### config.mk
export PLATFORM = sky130hd
export DESIGN_NAME = ps2_host_tx
export DESIGN_NICKNAME = d
export VERILOG_FILES = /design/src/rtl/ps2_pkg.sv /design/src/rtl/ps2_line_filter.sv /design/src/rtl/ps2_host_tx.sv
export SDC_FILE = /design/constraint.sdc
export NUM_CORES = 1
export LEC_CHECK = 0
export CAP_MARGIN = 20
export CORE_ASPECT_RATIO = 1.4
export CORE_MARGIN = 5
export CORE_UTILIZATION = 60
export CTS_BUF_LIST = sky130_fd_sc_hd__clkbuf_4 sky130_fd_sc_hd__clkbuf_8
export DETAILED_ROUTE_END_ITERATION = 16
export HOLD_SLACK_MARGIN = 0.06
export PLACE_DENSITY = 0.82
export SYNTH_ARGS = -nofsm -noshare
export SYNTH_HDL_FRONTEND = slang
export SYNTH_SLANG_ARGS = --single-unit
### constraint.sdc
create_clock -name clk -period 2.6 [get_ports clk]
set_input_delay 0.52 -clock clk [delete_from_list [all_inputs] [get_ports clk]]
set_output_delay 0.52 -clock clk [all_outputs]
set_load 0.03 [all_outputs]
### src/rtl/ps2_pkg.sv
// Shared definitions for the PS/2 host transmit path: FSM encodings,
// frame bit indices, common command bytes and the frame parity helper.
package ps2_pkg;

    localparam logic [2:0] ST_IDLE      = 3'd0;
    localparam logic [2:0] ST_INHIBIT   = 3'd1;
    localparam logic [2:0] ST_XFER      = 3'd2;
    localparam logic [2:0] ST_ACK       = 3'd3;
    localparam logic [2:0] ST_WAIT_IDLE = 3'd4;

    typedef enum logic [2:0] {
        IDLE      = ST_IDLE,
        INHIBIT   = ST_INHIBIT,
        XFER      = ST_XFER,
        ACK       = ST_ACK,
        WAIT_IDLE = ST_WAIT_IDLE
    } ps2_state_e;

    localparam logic [3:0] PAR_IDX  = 4'd8;
    localparam logic [3:0] STOP_IDX = 4'd9;

    localparam logic [7:0] CMD_SET_LEDS      = 8'hED;
    localparam logic [7:0] CMD_ENABLE_REPORT = 8'hF4;
    localparam logic [7:0] CMD_RESET         = 8'hFF;

    // PS/2 frames carry odd parity over the eight data bits.
    function automatic logic odd_parity(input logic [7:0] i_byte);
        return ~^i_byte;
    endfunction

endpackage

### src/rtl/ps2_line_filter.sv
// Two-flop synchroniser plus FILTER_LEN-sample debounce for one PS/2 line,
// producing a clean level and a one-cycle pulse on each filtered 1->0 edge.
module ps2_line_filter #(
    parameter int unsigned FILTER_LEN = 8
) (
    input  logic clk,
    input  logic reset,
    input  logic i_line,
    output logic o_level,
    output logic o_fall
);

    localparam int unsigned CW = (FILTER_LEN > 1) ? $clog2(FILTER_LEN) : 1;
    localparam logic [CW-1:0] SETTLE = CW'(FILTER_LEN - 1);

    logic [1:0]    r_sync;
    logic          r_level;
    logic          r_fall;
    logic [CW-1:0] r_cnt;
    logic          w_diff;
    logic          w_settled;

    assign w_diff    = (r_sync[1] != r_level);
    assign w_settled = (r_cnt == SETTLE);

    // Level only changes after FILTER_LEN consecutive samples disagree with it.
    always_ff @(posedge clk) begin
        if (reset) begin
            r_sync  <= '1;
            r_level <= 1'b1;
            r_cnt   <= '0;
            r_fall  <= 1'b0;
        end else begin
            r_sync <= {r_sync[0], i_line};
            r_fall <= 1'b0;
            if (!w_diff) begin
                r_cnt <= '0;
            end else if (w_settled) begin
                r_level <= r_sync[1];
                r_cnt   <= '0;
                r_fall  <= r_level;
            end else begin
                r_cnt <= r_cnt + 1'b1;
            end
        end
    end

    assign o_level = r_level;
    assign o_fall  = r_fall;

endmodule

### src/rtl/ps2_host_tx.sv
// PS/2 host-to-device transmitter: inhibits the clock, issues the start bit,
// shifts a command byte out on device clock falls and checks the device ACK.
module ps2_host_tx
    import ps2_pkg::*;
#(
    parameter int unsigned INHIBIT_CYCLES = 5000,
    parameter int unsigned TIMEOUT_CYCLES = 100000,
    parameter int unsigned FILTER_LEN     = 8
) (
    input  logic       clk,
    input  logic       reset,
    input  logic       ps2clk_in,
    input  logic       ps2data_in,
    input  logic [7:0] tx_data,
    input  logic       tx_start,
    output logic       ps2clk_oe,
    output logic       ps2data_oe,
    output logic       enable_rcv,
    output logic       tx_busy,
    output logic       tx_done,
    output logic       tx_err
);

    localparam int unsigned CNT_MAX = (INHIBIT_CYCLES > TIMEOUT_CYCLES) ? INHIBIT_CYCLES : TIMEOUT_CYCLES;
    localparam int unsigned CNT_W   = $clog2(CNT_MAX + 1);
    localparam logic [CNT_W-1:0] INH_PRE  = CNT_W'(INHIBIT_CYCLES - 2);
    localparam logic [CNT_W-1:0] INH_LAST = CNT_W'(INHIBIT_CYCLES - 1);
    localparam logic [CNT_W-1:0] TO_LAST  = CNT_W'(TIMEOUT_CYCLES - 1);

    ps2_state_e       r_state;
    logic [CNT_W-1:0] r_cnt;
    logic [3:0]       r_bitcnt;
    logic [7:0]       r_shift;
    logic             r_par;
    logic [1:0]       r_dsync;
    logic             r_clk_oe;
    logic             r_data_oe;
    logic             r_busy;
    logic             r_done;
    logic             r_err;
    logic             w_clk_level;
    logic             w_clk_fall;
    logic             w_line_phase;
    logic             w_timeout;

    ps2_line_filter #(
        .FILTER_LEN(FILTER_LEN)
    ) u_clk_filter (
        .clk    (clk),
        .reset  (reset),
        .i_line (ps2clk_in),
        .o_level(w_clk_level),
        .o_fall (w_clk_fall)
    );

    always_ff @(posedge clk) begin
        if (reset) begin
            r_dsync <= '1;
        end else begin
            r_dsync <= {r_dsync[0], ps2data_in};
        end
    end

    // Device-paced phases share one inactivity counter, cleared on every fall.
    assign w_line_phase = (r_state == XFER) || (r_state == ACK) || (r_state == WAIT_IDLE);
    assign w_timeout    = w_line_phase && !w_clk_fall && (r_cnt == TO_LAST);

    always_ff @(posedge clk) begin
        if (reset) begin
            r_state   <= IDLE;
            r_cnt     <= '0;
            r_bitcnt  <= '0;
            r_shift   <= '0;
            r_par     <= 1'b0;
            r_clk_oe  <= 1'b0;
            r_data_oe <= 1'b0;
            r_busy    <= 1'b0;
            r_done    <= 1'b0;
            r_err     <= 1'b0;
        end else begin
            r_done <= 1'b0;
            r_err  <= 1'b0;
            if (w_timeout) begin
                r_clk_oe  <= 1'b0;
                r_data_oe <= 1'b0;
                r_done    <= 1'b1;
                r_err     <= 1'b1;
                r_busy    <= 1'b0;
                r_state   <= IDLE;
            end else begin
                case (r_state)
                    IDLE: begin
                        if (tx_start) begin
                            r_shift   <= tx_data;
                            r_par     <= odd_parity(tx_data);
                            r_busy    <= 1'b1;
                            r_clk_oe  <= 1'b1;
                            r_data_oe <= 1'b0;
                            r_cnt     <= '0;
                            r_state   <= INHIBIT;
                        end
                    end
                    INHIBIT: begin
                        r_cnt <= r_cnt + 1'b1;
                        // Start bit goes out one cycle before the clock is released.
                        if (r_cnt == INH_PRE) begin
                            r_data_oe <= 1'b1;
                        end
                        if (r_cnt == INH_LAST) begin
                            r_clk_oe <= 1'b0;
                            r_cnt    <= '0;
                            r_bitcnt <= '0;
                            r_state  <= XFER;
                        end
                    end
                    XFER: begin
                        r_cnt <= w_clk_fall ? '0 : r_cnt + 1'b1;
                        if (w_clk_fall) begin
                            r_bitcnt <= r_bitcnt + 1'b1;
                            if (r_bitcnt < PAR_IDX) begin
                                r_data_oe <= ~r_shift[r_bitcnt[2:0]];
                            end else if (r_bitcnt == PAR_IDX) begin
                                r_data_oe <= ~r_par;
                            end else if (r_bitcnt == STOP_IDX) begin
                                r_data_oe <= 1'b0;
                                r_state   <= ACK;
                            end
                        end
                    end
                    ACK: begin
                        r_cnt <= w_clk_fall ? '0 : r_cnt + 1'b1;
                        if (w_clk_fall) begin
                            r_par   <= r_dsync[1];
                            r_state <= WAIT_IDLE;
                        end
                    end
                    WAIT_IDLE: begin
                        r_cnt <= w_clk_fall ? '0 : r_cnt + 1'b1;
                        // r_par is reused to hold the missing-ACK flag.
                        if (w_clk_level && r_dsync[1]) begin
                            r_done  <= 1'b1;
                            r_err   <= r_par;
                            r_busy  <= 1'b0;
                            r_state <= IDLE;
                        end
                    end
                    default: begin
                        r_clk_oe  <= 1'b0;
                        r_data_oe <= 1'b0;
                        r_busy    <= 1'b0;
                        r_state   <= IDLE;
                    end
                endcase
            end
        end
    end

    assign ps2clk_oe  = r_clk_oe;
    assign ps2data_oe = r_data_oe;
    assign enable_rcv = ~r_busy;
    assign tx_busy    = r_busy;
    assign tx_done    = r_done;
    assign tx_err     = r_err;

endmodule

==> results.tsv, run 1 <==
stage	metric	value	unit
detailed_routing	initial drt markers	121	
grt	largest net degree at the start of global routing	23	
floorplan	Total Die Area	5373	um^2
synth	synth top area cells	dfxtp_1, xnor2_1, a21oi_1	
floorplan	Core ar.	3885	um^2
place	I/O Buffers	18	
clocking	CTS resizes	0	
worst_hold_path	worst hold path class	flip-flop to flip-flop	
timing	Peak Freq	460.9	MHz
finish	Final Net Count	322	
finish	synth-to-layout area growth	12.33	%
floorplan	die width	63.40	um
detailed_routing	drt first pass iters	4	
synth	Syn Nets	307	
timing	fin. max-slew vios	0	
synth	share of the synthesized area in the top cell type	0.3929	
detailed_routing	DRC viols	0	
setup_path	CP Capture Type	flip-flop	
synth	Primary FF master, synth	dfxtp_1	
synth	Synth Register Bits	47	
detailed_routing	vias	2102	
power_and_ir_drop	Sw Pwr	347.9	uW
synth	Post-Syn Area per Cell	8.344	um^2
setup_path	Critical Path, Cell by Cell	ha_1 -> nor4bb_1 -> nand4_2 -> a21boi_1 -> a21o_1 -> buf_4 -> a21oi_1	
outcome	status	finished, final reports clean	
finish	final core occ	0.6924	
synth	Post-synth EDFFs	0	
synth	asr flop ratio synth	0	
power_and_ir_drop	IR drop worst, VDD	0.5818	mV
clocking	latest clock arrival within the worst-skew pair	310	ps
timing	Hold Fails Final Rpt	0	
place	dpl hpwl	3758	um
detailed_routing	WL final	5026	um
synth	most frequent cell after synthesis	dfxtp_1	
timing	clock skew	4.345	ps
power_and_ir_drop	Pint	993.4	uW
grt	GRT Total Usage	0.1968	
setup_path	FF-to-FF Start	r_cnt[1]$_SDFFE_PP0P_	
grt	first-pass GRT wire length	8645	um
power_and_ir_drop	Sw Share	0.2594	
floorplan	initial core utilization	0.6164	
clocking	CTS root buf	clkbuf_8	
timing	minimum clock period	2170	ps
timing	actual slew at the worst max-slew pin	584.0	ps
clocking	CTS clock-pin slew for the worst setup and hold paths	90	ps
finish	Final Non-Filler Cells	346	
detailed_routing	WL/cell	14.53	um
power_and_ir_drop	Combinational Power Share	0.109	
finish	layout cells sized above 1	0.07261	
job	# Max-Cap Violations	0	
timing	RSZ-0062 raised after global routing	false	
clocking	CTS Sinks	47	
synth	Ys Warns	0	
grt	vias in the first global route	1989	
synth	top cells by count, synth	dfxtp_1, nand2_1, a21oi_1	
setup_path	WP data arrival	2370	ps
timing	TNS Setup	0	ps
synth	post-synthesis cell count	287	
grt	antenna violations before repair	0	
clocking	Setup Fix Bufs, Post-CTS	0	
timing	Finish-stage setup viols	0	
synth	share of the yosys chip area belonging to registers	0.3929	
floorplan	DIE HEIGHT	84.75	um
setup_path	Slowest-stage cell, CP	dfxtp_1	
place	dpl cells	338	
setup_path	FF-to-FF End	r_cnt[15]$_SDFFE_PP0P_	
power_and_ir_drop	Flop pwr share	0.562	
clocking	CTS Buf Count	5	
clocking	# H-tree levels	2	
setup_path	CP endpoint	r_cnt[15]$_SDFFE_PP0P_	
power_and_ir_drop	Clock Power Share	0.330	
detailed_routing	DR vias/cell	6.075	
floorplan	FP Rows	27	
setup_path	slowest stage delay, CP	400	ps
setup_path	CP max FO	11	
synth	Netlist Area Pre-Place	2395	um^2
clocking	CTS tree	done	
synth	biggest area consumer among synthesized cells	dfxtp_1	
power_and_ir_drop	Pwr Density	498.6	nW/um^2
timing	relative slew slack	0.6098	
setup_path	Reg2Reg Setup Slack	430	ps
clocking	CTS Hold Bufs	0	
floorplan	# IOs	19	
clocking	CTS max path bufs	2	
finish	number of antenna diodes	0	
place	routability cong.	0.8755	
setup_path	CP startpoint kind	flip-flop	
power_and_ir_drop	leakage power	0.0009190	uW
grt	Overflow after GRT	0	
setup_path	Critical Path Source	r_cnt[1]$_SDFFE_PP0P_	
setup_path	Crit path required time	2800	ps
synth	synth unique cells	51	
setup_path	WS Path Type	flip-flop to flip-flop	
setup_path	R2R cell count	7	
timing	Final Cycle Share	0.8345	
detailed_routing	final antenna-violating net count	0	
-- power by group through the flow --
| stage | Clock, uW | Combinational [uW] | Sequential [uW] |
|---|---|---|---|
| global route | 484 | 162 | 757 |
| CTS | 452 | 148 | 753 |
| finish | 442 | 146 | 753 |
| global placement | 0 | 144 | 769 |
| floorplan | 0 | 92.2 | 771 |
| detailed placement | 0 | 147 | 770 |
-- cells in the final DEF, fill, tap and decap left out, types with 3 or more instances in the layout --
| cell type | count |
|---|---|
| o21ai_1 | 4 |
| xnor2_1 | 17 |
| nor2_1 | 20 |
| and2_1 | 3 |
| ha_1 | 7 |
| o21ai_0 | 8 |
| clkdlybuf4s50_1 | 18 |
| a21oi_1 | 26 |
| nor4_1 | 10 |
| buf_4 | 4 |
| dfxtp_1 | 47 |
| nand2b_1 | 3 |
| or3_1 | 5 |
| nand4_1 | 6 |
| nor3_1 | 9 |
| or2_2 | 4 |
| nor2b_1 | 3 |
| clkbuf_8 | 5 |
| a31oi_1 | 5 |
| nand3_1 | 15 |
| nor4bb_1 | 4 |
| nand2_1 | 28 |
| a21o_1 | 3 |
| inv_1 | 12 |
-- worst max-delay path: cells and delay by family (launching register included) --
family	cells	cell delay (ps)
DFF	1	400
AOI/OAI and AO/OA	3	560
adders and majority gates	1	240
buffers and inverters	1	220
and+or+nand+nor	2	650
-- cell families after synthesis --
logic type,share of synthesized area
XOR/XNOR,0.06583
buffers and inverters,0.04284
multiplexers,0.01776
flip-flops,0.3929
AND/OR/NAND/NOR,0.2863
adder cells (fa/ha/maj),0.03657
AO/OA/AOI/OAI,0.1578
-- cell type report --
type                    instances  area, um^2
repair buffers                 22       210.2
fillers                       339        1195
well taps                      43       53.80
clock inverters                 3       20.02
clock buffers                   5       68.82
inverters                      12       45.04
flip-flops and latches         47       940.9
multi-input cells             214        1351
-- flip-flops by register name, summed over array words and instances (netlist names) --
| name | count |
|---|---|
| r_bitcnt | 4 |
| r_state | 3 |
| tx_err | 1 |
| u_clk_filter.r_sync | 2 |
| ps2data_oe | 1 |
| r_cnt | 17 |
| r_dsync | 2 |
| tx_done | 1 |
| ps2clk_oe | 1 |
| r_par | 1 |
| tx_busy | 1 |
| u_clk_filter.o_level | 1 |
| u_clk_filter.r_cnt | 3 |
| u_clk_filter.o_fall | 1 |
| r_shift | 8 |
-- stage by stage --
step / worst slack, ps / power (uW) / instance area (um^2) / hold WS (ps)
2_1_floorplan: 723.6 / 863.4 / 2395 / 389.5
3_3_place_gp: 355.9 / 913.5 / 2601 / 390.8
3_5_place_dp: 276.9 / 917.2 / 2601 / 399.3
4_1_cts: 440.9 / 1353 / 2690 / 420.2
5_1_grt: 245.8 / 1403 / 2690 / 435.8
6_report: 430.4 / 1341 / 2690 / 418.8
-- worst min-delay path by stage --
stage,endpoint,slack (ps),start,depth (start not counted)
after CTS,r_dsync[1]$_SDFF_PP1_,420,r_dsync[0]$_SDFF_PP1_,1
final,u_clk_filter.r_sync[1]$_SDFF_PP1_,420,u_clk_filter.r_sync[0]$_SDFF_PP1_,1
after global placement,u_clk_filter.r_sync[1]$_SDFF_PP1_,390,u_clk_filter.r_sync[0]$_SDFF_PP1_,1
after detailed placement,r_dsync[1]$_SDFF_PP1_,400,r_dsync[0]$_SDFF_PP1_,1
after floorplan,r_dsync[1]$_SDFF_PP1_,390,r_dsync[0]$_SDFF_PP1_,1
after global routing,r_dsync[1]$_SDFF_PP1_,440,r_dsync[0]$_SDFF_PP1_,1
-- per-layer routing --
| layer | GRT usage | vias up | routed length [um] |
|---|---|---|---|
| li1 | - | 1057 | - |
| met1 | 0.2065 | 982 | 2036 |
| met2 | 0.3540 | 45 | 2621 |
| met4 | 0.1059 | 0 | 168 |
| met5 | 0 | - | 0 |
| met3 | 0.04552 | 18 | 198 |
Power figures use the tool's default switching activity.
==> inputs of run 2 (changes only) <==
==> constraint.sdc (replaced) <==
create_clock -name clk -period 2 [get_ports clk]
set_input_delay 0.4 -clock clk [delete_from_list [all_inputs] [get_ports clk]]
set_output_delay 0.4 -clock clk [all_outputs]
set_load 0.03 [all_outputs]
==> run 2 against run 1 <==
  * Worst setup slack got worse by 340 ps
  * Utilization increased by 5.2 points
  * Die area unchanged
  * First-iteration DRC count increased by 35%
  * Power increased by 34%
  * Global-route usage increased by 2.0 points
  * Critical path depth decreased by 1
==> results.tsv, run 2 (synthesized netlist as in run 1, its figures left out) <==
stage	metric	value	unit	change
grt	Overflow after GRT	0		unchanged
power_and_ir_drop	leakage power	0.001041	uW	+13%
finish	commonest non-fill, non-tap cell in the layout	dfxtp_1		
floorplan	Core ar.	3885	um^2	unchanged
timing	WHS	428.6	ps	+9.852 ps
clocking	Setup Fix Bufs, Post-CTS	0		unchanged
finish	biggest regs	r_cnt x17, r_shift x8, r_bitcnt x4		
finish	layout cells sized above 1	0.1534		+0.08077
clocking	CTS root buf	clkbuf_8		
floorplan	initial core utilization	0.6164		unchanged
outcome	status	finished, final reports clean		
finish	register area	944.7	um^2	+0.40%
detailed_routing	initial drt markers	163		+35%
detailed_routing	DRC viols	0		unchanged
setup_path	Reg2Reg Setup Slack	90	ps	-340 ps
detailed_routing	WL/cell	15.04	um	+3.5%
detailed_routing	vias	2236		+6.4%
job	# Max-Cap Violations	0		unchanged
finish	Final Net Count	345		+7.1%
timing	Final Cycle Share	0.9547		+0.1202
clocking	CTS Sinks	47		unchanged
worst_hold_path	hold endpoint	u_clk_filter.r_sync[1]$_SDFF_PP1_		
finish	final core occ	0.7440		+0.05153
place	routability cong.	0.9767		+12%
power_and_ir_drop	Pwr Density	620.8	nW/um^2	+24%
clocking	# H-tree levels	2		unchanged
detailed_routing	final antenna-violating net count	0		unchanged
setup_path	Crit path required time	2200	ps	-600 ps
grt	largest net degree at the start of global routing	19		-17%
floorplan	FP Rows	27		unchanged
grt	first-pass GRT wire length	9577	um	+11%
timing	Hold Fails Final Rpt	0		unchanged
timing	actual slew at the worst max-slew pin	406.0	ps	-178.0 ps
detailed_routing	WL final	5550	um	+10%
setup_path	Critical Path, Cell by Cell	nor4b_2 -> nand4_1 -> o21ai_1 -> buf_4 -> nor3_1 -> o21ba_1		
timing	RSZ-0062 raised after global routing	true		
setup_path	CP max FO	9		-2
timing	Peak Freq	523.7	MHz	+14%
grt	GRT Total Usage	0.2164		+0.01957
clocking	CTS Buf Count	5		unchanged
setup_path	Slowest-stage cell, CP	nor4b_2		
setup_path	slowest stage delay, CP	430	ps	+30 ps
timing	fin. max-slew vios	0		unchanged
clocking	CTS clock-pin slew for the worst setup and hold paths	100	ps	about the same
grt	antenna violations before repair	0		unchanged
power_and_ir_drop	IR drop worst, VDD	0.5797	mV	-0.35%
setup_path	FF-to-FF Start	r_cnt[6]$_SDFFE_PP0P_		
worst_hold_path	worst hold path class	flip-flop to flip-flop		
worst_hold_path	Hold Crit Depth	1		unchanged
setup_path	FF-to-FF End	r_cnt[5]$_SDFFE_PP0P_		
floorplan	# IOs	19		unchanged
setup_path	buffers plus inverters on the worst setup path	1		unchanged
place	I/O Buffers	18		unchanged
finish	Reg with most FFs	r_cnt		
detailed_routing	DR vias/cell	6.060		-0.26%
setup_path	WP data arrival	2110	ps	-260 ps
detailed_routing	drt first pass iters	4		unchanged
setup_path	WS Path Type	flip-flop to flip-flop		
floorplan	DIE HEIGHT	84.75	um	unchanged
worst_hold_path	min-delay src	u_clk_filter.r_sync[0]$_SDFF_PP1_		
setup_path	R2R cell count	6		-1
clocking	CTS Hold Bufs	0		unchanged
place	dpl hpwl	4233	um	+13%
clocking	CTS tree	done		
timing	relative slew slack	0.7286		+0.1188
floorplan	Total Die Area	5373	um^2	unchanged
timing	minimum clock period	1909	ps	-260.2 ps
setup_path	CP Capture Type	flip-flop		
finish	synth-to-layout area growth	20.69	%	
floorplan	die width	63.40	um	unchanged
setup_path	CP Depth	6		-1
finish	number of antenna diodes	0		unchanged
clocking	CTS max path bufs	2		unchanged
clocking	latest clock arrival within the worst-skew pair	300	ps	about the same
finish	area of the multi-input gates	1369	um^2	+1.3%
grt	vias in the first global route	2274		+14%
timing	clock skew	8.414	ps	+4.069 ps
finish	most frequent cells in the layout	dfxtp_1, nand2_1, buf_4		
setup_path	CP top delay family	simple AND/OR/NAND/NOR gates		
setup_path	CP startpoint kind	flip-flop		
finish	max reg flops	17		unchanged
timing	Finish-stage setup viols	0		unchanged
finish	filler instances	311		-8.3%
-- run 2: worst max path at each step --
stage,startpoint,to
after floorplan,r_cnt[1]$_SDFFE_PP0P_,r_bitcnt[1]$_SDFFE_PP0P_
after global placement,tx_start,r_cnt[16]$_SDFFE_PP0P_
after detailed placement,tx_start,r_cnt[16]$_SDFFE_PP0P_
after CTS,r_cnt[10]$_SDFFE_PP0P_,r_cnt[16]$_SDFFE_PP0P_
after global routing,r_cnt[6]$_SDFFE_PP0P_,r_cnt[5]$_SDFFE_PP0P_
final,r_cnt[6]$_SDFFE_PP0P_,r_cnt[5]$_SDFFE_PP0P_
-- run 2: per-stage QoR --
step | setup TNS [ps] | cells | worst slack, ps | total power (uW) | area, um^2
floorplan | 0 | 287 | 123.6 | 1122 | 2395
global placement | 0 | 361 | 48.26 | 1208 | 2774
detailed placement | 0 | 361 | 6.447 | 1214 | 2774
CTS | 0 | 369 | 19.08 | 1802 | 2869
global route | -18.48 | 369 | -10.55 | 1868 | 2890
finish | 0 | 369 | 90.58 | 1794 | 2890
-- run 2: power breakdown --
| group | switching [uW] | leakage (uW) | internal, uW | total, uW |
|---|---|---|---|---|
| Combinational | 115 | 0.000608 | 104 | 219 |
| Sequential | 14.8 | 0.000384 | 960 | 975 |
| Clock | 343 | 0.0000491 | 257 | 601 |
-- run 2: metal layers --
layer  routed length [um]  GRT usage  vias to the layer above
li1                     -          -                     1097
met1                 1991     0.2063                     1038
met2                 3071     0.4094                       77
met3                  284    0.04016                       24
met4                  203     0.1361                        0
met5                    0          0                        -
-- run 2: final cells by class --
class / instances / area share
Timing Repair Buffer: 45 / 0.1325
Sequential cell: 47 / 0.3268
Clock inverter: 3 / 0.009091
Inverter: 12 / 0.01558
Clock buffer: 5 / 0.02381
Multi-Input combinational cell: 214 / 0.4736
Tap cell: 43 / 0.01861
-- run 2: timing repair --
item | 4_1_cts | 5_1_grt
endpoints found under the hold margin | 0 | 0
resized for setup | 0 | 7
setup endpoints to repair | 0 | 16
==> inputs of run 3 (changes only) <==
--- a/config.mk
+++ b/config.mk
@@ -8,11 +8,11 @@
 export CAP_MARGIN = 20
 export CORE_ASPECT_RATIO = 1.4
 export CORE_MARGIN = 5
-export CORE_UTILIZATION = 60
+export CORE_UTILIZATION = 65
 export CTS_BUF_LIST = sky130_fd_sc_hd__clkbuf_4 sky130_fd_sc_hd__clkbuf_8
 export DETAILED_ROUTE_END_ITERATION = 16
 export HOLD_SLACK_MARGIN = 0.06
-export PLACE_DENSITY = 0.82
+export PLACE_DENSITY = 0.88
 export SYNTH_ARGS = -nofsm -noshare
 export SYNTH_HDL_FRONTEND = slang
 export SYNTH_SLANG_ARGS = --single-unit
==> constraint.sdc (replaced) <==
create_clock -name clk -period 2.28 [get_ports clk]
set_input_delay 0.456 -clock clk [delete_from_list [all_inputs] [get_ports clk]]
set_output_delay 0.456 -clock clk [all_outputs]
set_load 0.03 [all_outputs]
==> run 3 against run 2 <==
  * Sequential cell count did not move
  * Via count decreased by 5.1%
  * Cell area down 4.5%
  * Worst setup slack improved by 98 ps
  * Utilization rose by 2.0 points
  * Global-route usage increased by 2.1 points
  * Largest power group unchanged
==> results.tsv, run 3 (synthesized netlist as in run 1, its figures left out) <==
stage	metric	value	unit	change
detailed_routing	final antenna-violating net count	0		unchanged
finish	Reg with most FFs	r_cnt		
setup_path	buffers plus inverters on the worst setup path	0		-1
floorplan	DIE HEIGHT	81.82	um	-3.5%
place	I/O Buffers	18		unchanged
clocking	CTS Hold Bufs	0		unchanged
power_and_ir_drop	Pwr Density	562.3	nW/um^2	-9.4%
floorplan	Core ar.	3611	um^2	-7.1%
grt	antenna violations before repair	0		unchanged
clocking	CTS root buf	clkbuf_8		
finish	Final Net Count	331		-4.1%
detailed_routing	WL final	5190	um	-6.5%
finish	layout cells sized above 1	0.09936		-0.05402
worst_hold_path	worst hold path class	flip-flop to flip-flop		
timing	relative slew slack	0.6582		-0.07041
grt	first-pass GRT wire length	9011	um	-5.9%
finish	number of antenna diodes	0		unchanged
finish	register area	940.9	um^2	-0.40%
timing	Hold Fails Final Rpt	0		unchanged
setup_path	FF-to-FF Start	r_cnt[1]$_SDFFE_PP0P_		
setup_path	CP Capture Type	flip-flop		
timing	TNS Setup	0	ps	unchanged
clocking	CTS tree	done		
setup_path	Critical Path, Cell by Cell	ha_1 -> nor4bb_1 -> nand4_2 -> o2bb2a_4 -> or3_1 -> a21oi_1		
setup_path	FF-to-FF End	r_bitcnt[1]$_SDFFE_PP0P_		
place	dpl cells	346		-4.2%
setup_path	WP data arrival	2330	ps	+220 ps
clocking	CTS clock-pin slew for the worst setup and hold paths	90	ps	about the same
setup_path	WS Path Type	flip-flop to flip-flop		
place	area post-placement	2668	um^2	-3.8%
power_and_ir_drop	IR drop worst, VDD	0.6142	mV	+5.9%
timing	minimum clock period	2091	ps	+181.9 ps
setup_path	CP top delay family	simple AND/OR/NAND/NOR gates		
finish	synth-to-layout area growth	15.26	%	
worst_hold_path	min-delay src	u_clk_filter.r_sync[0]$_SDFF_PP1_		
setup_path	CP startpoint kind	flip-flop		
grt	vias in the first global route	2130		-6.3%
finish	most frequent cells in the layout	dfxtp_1, nand2_1, a21oi_1		
place	routability cong.	0.9614		-1.6%
detailed_routing	DRC viols	0		unchanged
clocking	CTS Buf Count	5		unchanged
finish	max reg flops	17		unchanged
worst_hold_path	Hold Crit Depth	1		unchanged
clocking	latest clock arrival within the worst-skew pair	300	ps	about the same
clocking	CTS max path bufs	2		unchanged
worst_hold_path	hold endpoint	u_clk_filter.r_sync[1]$_SDFF_PP1_		
detailed_routing	DR vias/cell	5.997		-1.0%
job	# Max-Cap Violations	0		unchanged
place	dpl hpwl	3930	um	-7.2%
finish	fin area	2760	um^2	-4.5%
timing	RSZ-0062 raised after global routing	false		
floorplan	FP Rows	26		-3.7%
timing	Final Cycle Share	0.9173		-0.03744
setup_path	Reg2Reg Setup Slack	190	ps	+100 ps
finish	filler instances	253		-19%
detailed_routing	vias	2123		-5.1%
timing	fin. max-slew vios	0		unchanged
power_and_ir_drop	leakage power	0.0009674	uW	-7.1%
setup_path	CP max FO	5		-4
finish	area of the multi-input gates	1351	um^2	-1.3%
clocking	CTS Sinks	47		unchanged
setup_path	R2R cell count	6		unchanged
floorplan	die width	61.30	um	-3.3%
setup_path	Slowest-stage cell, CP	nor4bb_1		
clocking	Setup Fix Bufs, Post-CTS	0		unchanged
floorplan	initial core utilization	0.6632		+0.04678
timing	actual slew at the worst max-slew pin	508.0	ps	+102.0 ps
setup_path	slowest stage delay, CP	430	ps	about the same
grt	Overflow after GRT	0		unchanged
floorplan	Total Die Area	5016	um^2	-6.6%
detailed_routing	drt first pass iters	4		unchanged
timing	Finish-stage setup viols	0		unchanged
grt	largest net degree at the start of global routing	19		unchanged
finish	Final Non-Filler Cells	354		-4.1%
outcome	status	finished, final reports clean		
finish	commonest non-fill, non-tap cell in the layout	dfxtp_1		
clocking	CTS resizes	0		unchanged
floorplan	# IOs	19		unchanged
detailed_routing	initial drt markers	217		+33%
finish	biggest regs	r_cnt x17, r_shift x8, r_bitcnt x4		
setup_path	Crit path required time	2520	ps	+320 ps
grt	GRT Total Usage	0.2371		+0.02066
detailed_routing	WL/cell	14.66	um	-2.5%
clocking	# H-tree levels	2		unchanged
timing	Peak Freq	478.2	MHz	-8.7%
timing	clock skew	5.630	ps	-2.783 ps
run 3: layout make-up:
cell class                      instances  area share
Sequential cell                        47      0.3409
Clock buffer                            6     0.02765
Clock inverter                          2    0.005893
Timing Repair Buffer                   31      0.1006
Multi-Input combinational cell        214      0.4896
Inverter                               12     0.01632
Tap cell                               42     0.01904
run 3: how the worst max path moves through the flow:
stage                                           to  cells after the start             startpoint
after floorplan           r_bitcnt[1]$_SDFFE_PP0P_                      6  r_cnt[1]$_SDFFE_PP0P_
after global placement      r_cnt[15]$_SDFFE_PP0P_                      6               tx_start
after detailed placement    r_cnt[16]$_SDFFE_PP0P_                      6               tx_start
after CTS                 r_bitcnt[1]$_SDFFE_PP0P_                      6  r_cnt[1]$_SDFFE_PP0P_
after global routing      r_bitcnt[1]$_SDFFE_PP0P_                      6  r_cnt[1]$_SDFFE_PP0P_
final                     r_bitcnt[1]$_SDFFE_PP0P_                      6  r_cnt[1]$_SDFFE_PP0P_
run 3: worst register-to-register path, cell delays in order (launching register included):
cell and delay (ps):
dfxtp_1 400, ha_1 250, nor4bb_1 430, nand4_2 210, o2bb2a_4 270, or3_1 340, a21oi_1 140
run 3: metal layers:
| layer | share of wire | wire length [um] | global-route usage |
|---|---|---|---|
| met1 | 0.39 | 2004 | 0.2368 |
| met2 | 0.55 | 2860 | 0.4396 |
| met3 | 0.039 | 204 | 0.04560 |
| met4 | 0.023 | 119 | 0.1302 |
| met5 | 0 | 0 | 0 |
run 3: where the power goes:
| part | internal, uW | switching (uW) | total (uW) |
|---|---|---|---|
| logic | 84.5 | 92.4 | 177 |
| registers | 842 | 15.3 | 857 |
| clock network | 232 | 286 | 518 |
| total | 1160 | 393 | 1550 |
run 3: per-stage QoR:
| step | setup slack, ps | utilization | power (uW) | hold slack (ps) |
|---|---|---|---|---|
| 3_3_place_gp | 205.4 | 0.7387 | 1049 | 392.5 |
| 4_1_cts | 215.4 | 0.7644 | 1565 | 415.7 |
| 6_report | 188.6 | 0.7644 | 1552 | 414.7 |
| 3_5_place_dp | 160.1 | 0.7387 | 1053 | 394.0 |
| 2_1_floorplan | 403.6 | - | 984.6 | 389.5 |
| 5_1_grt | 19.16 | 0.7644 | 1634 | 428.4 |
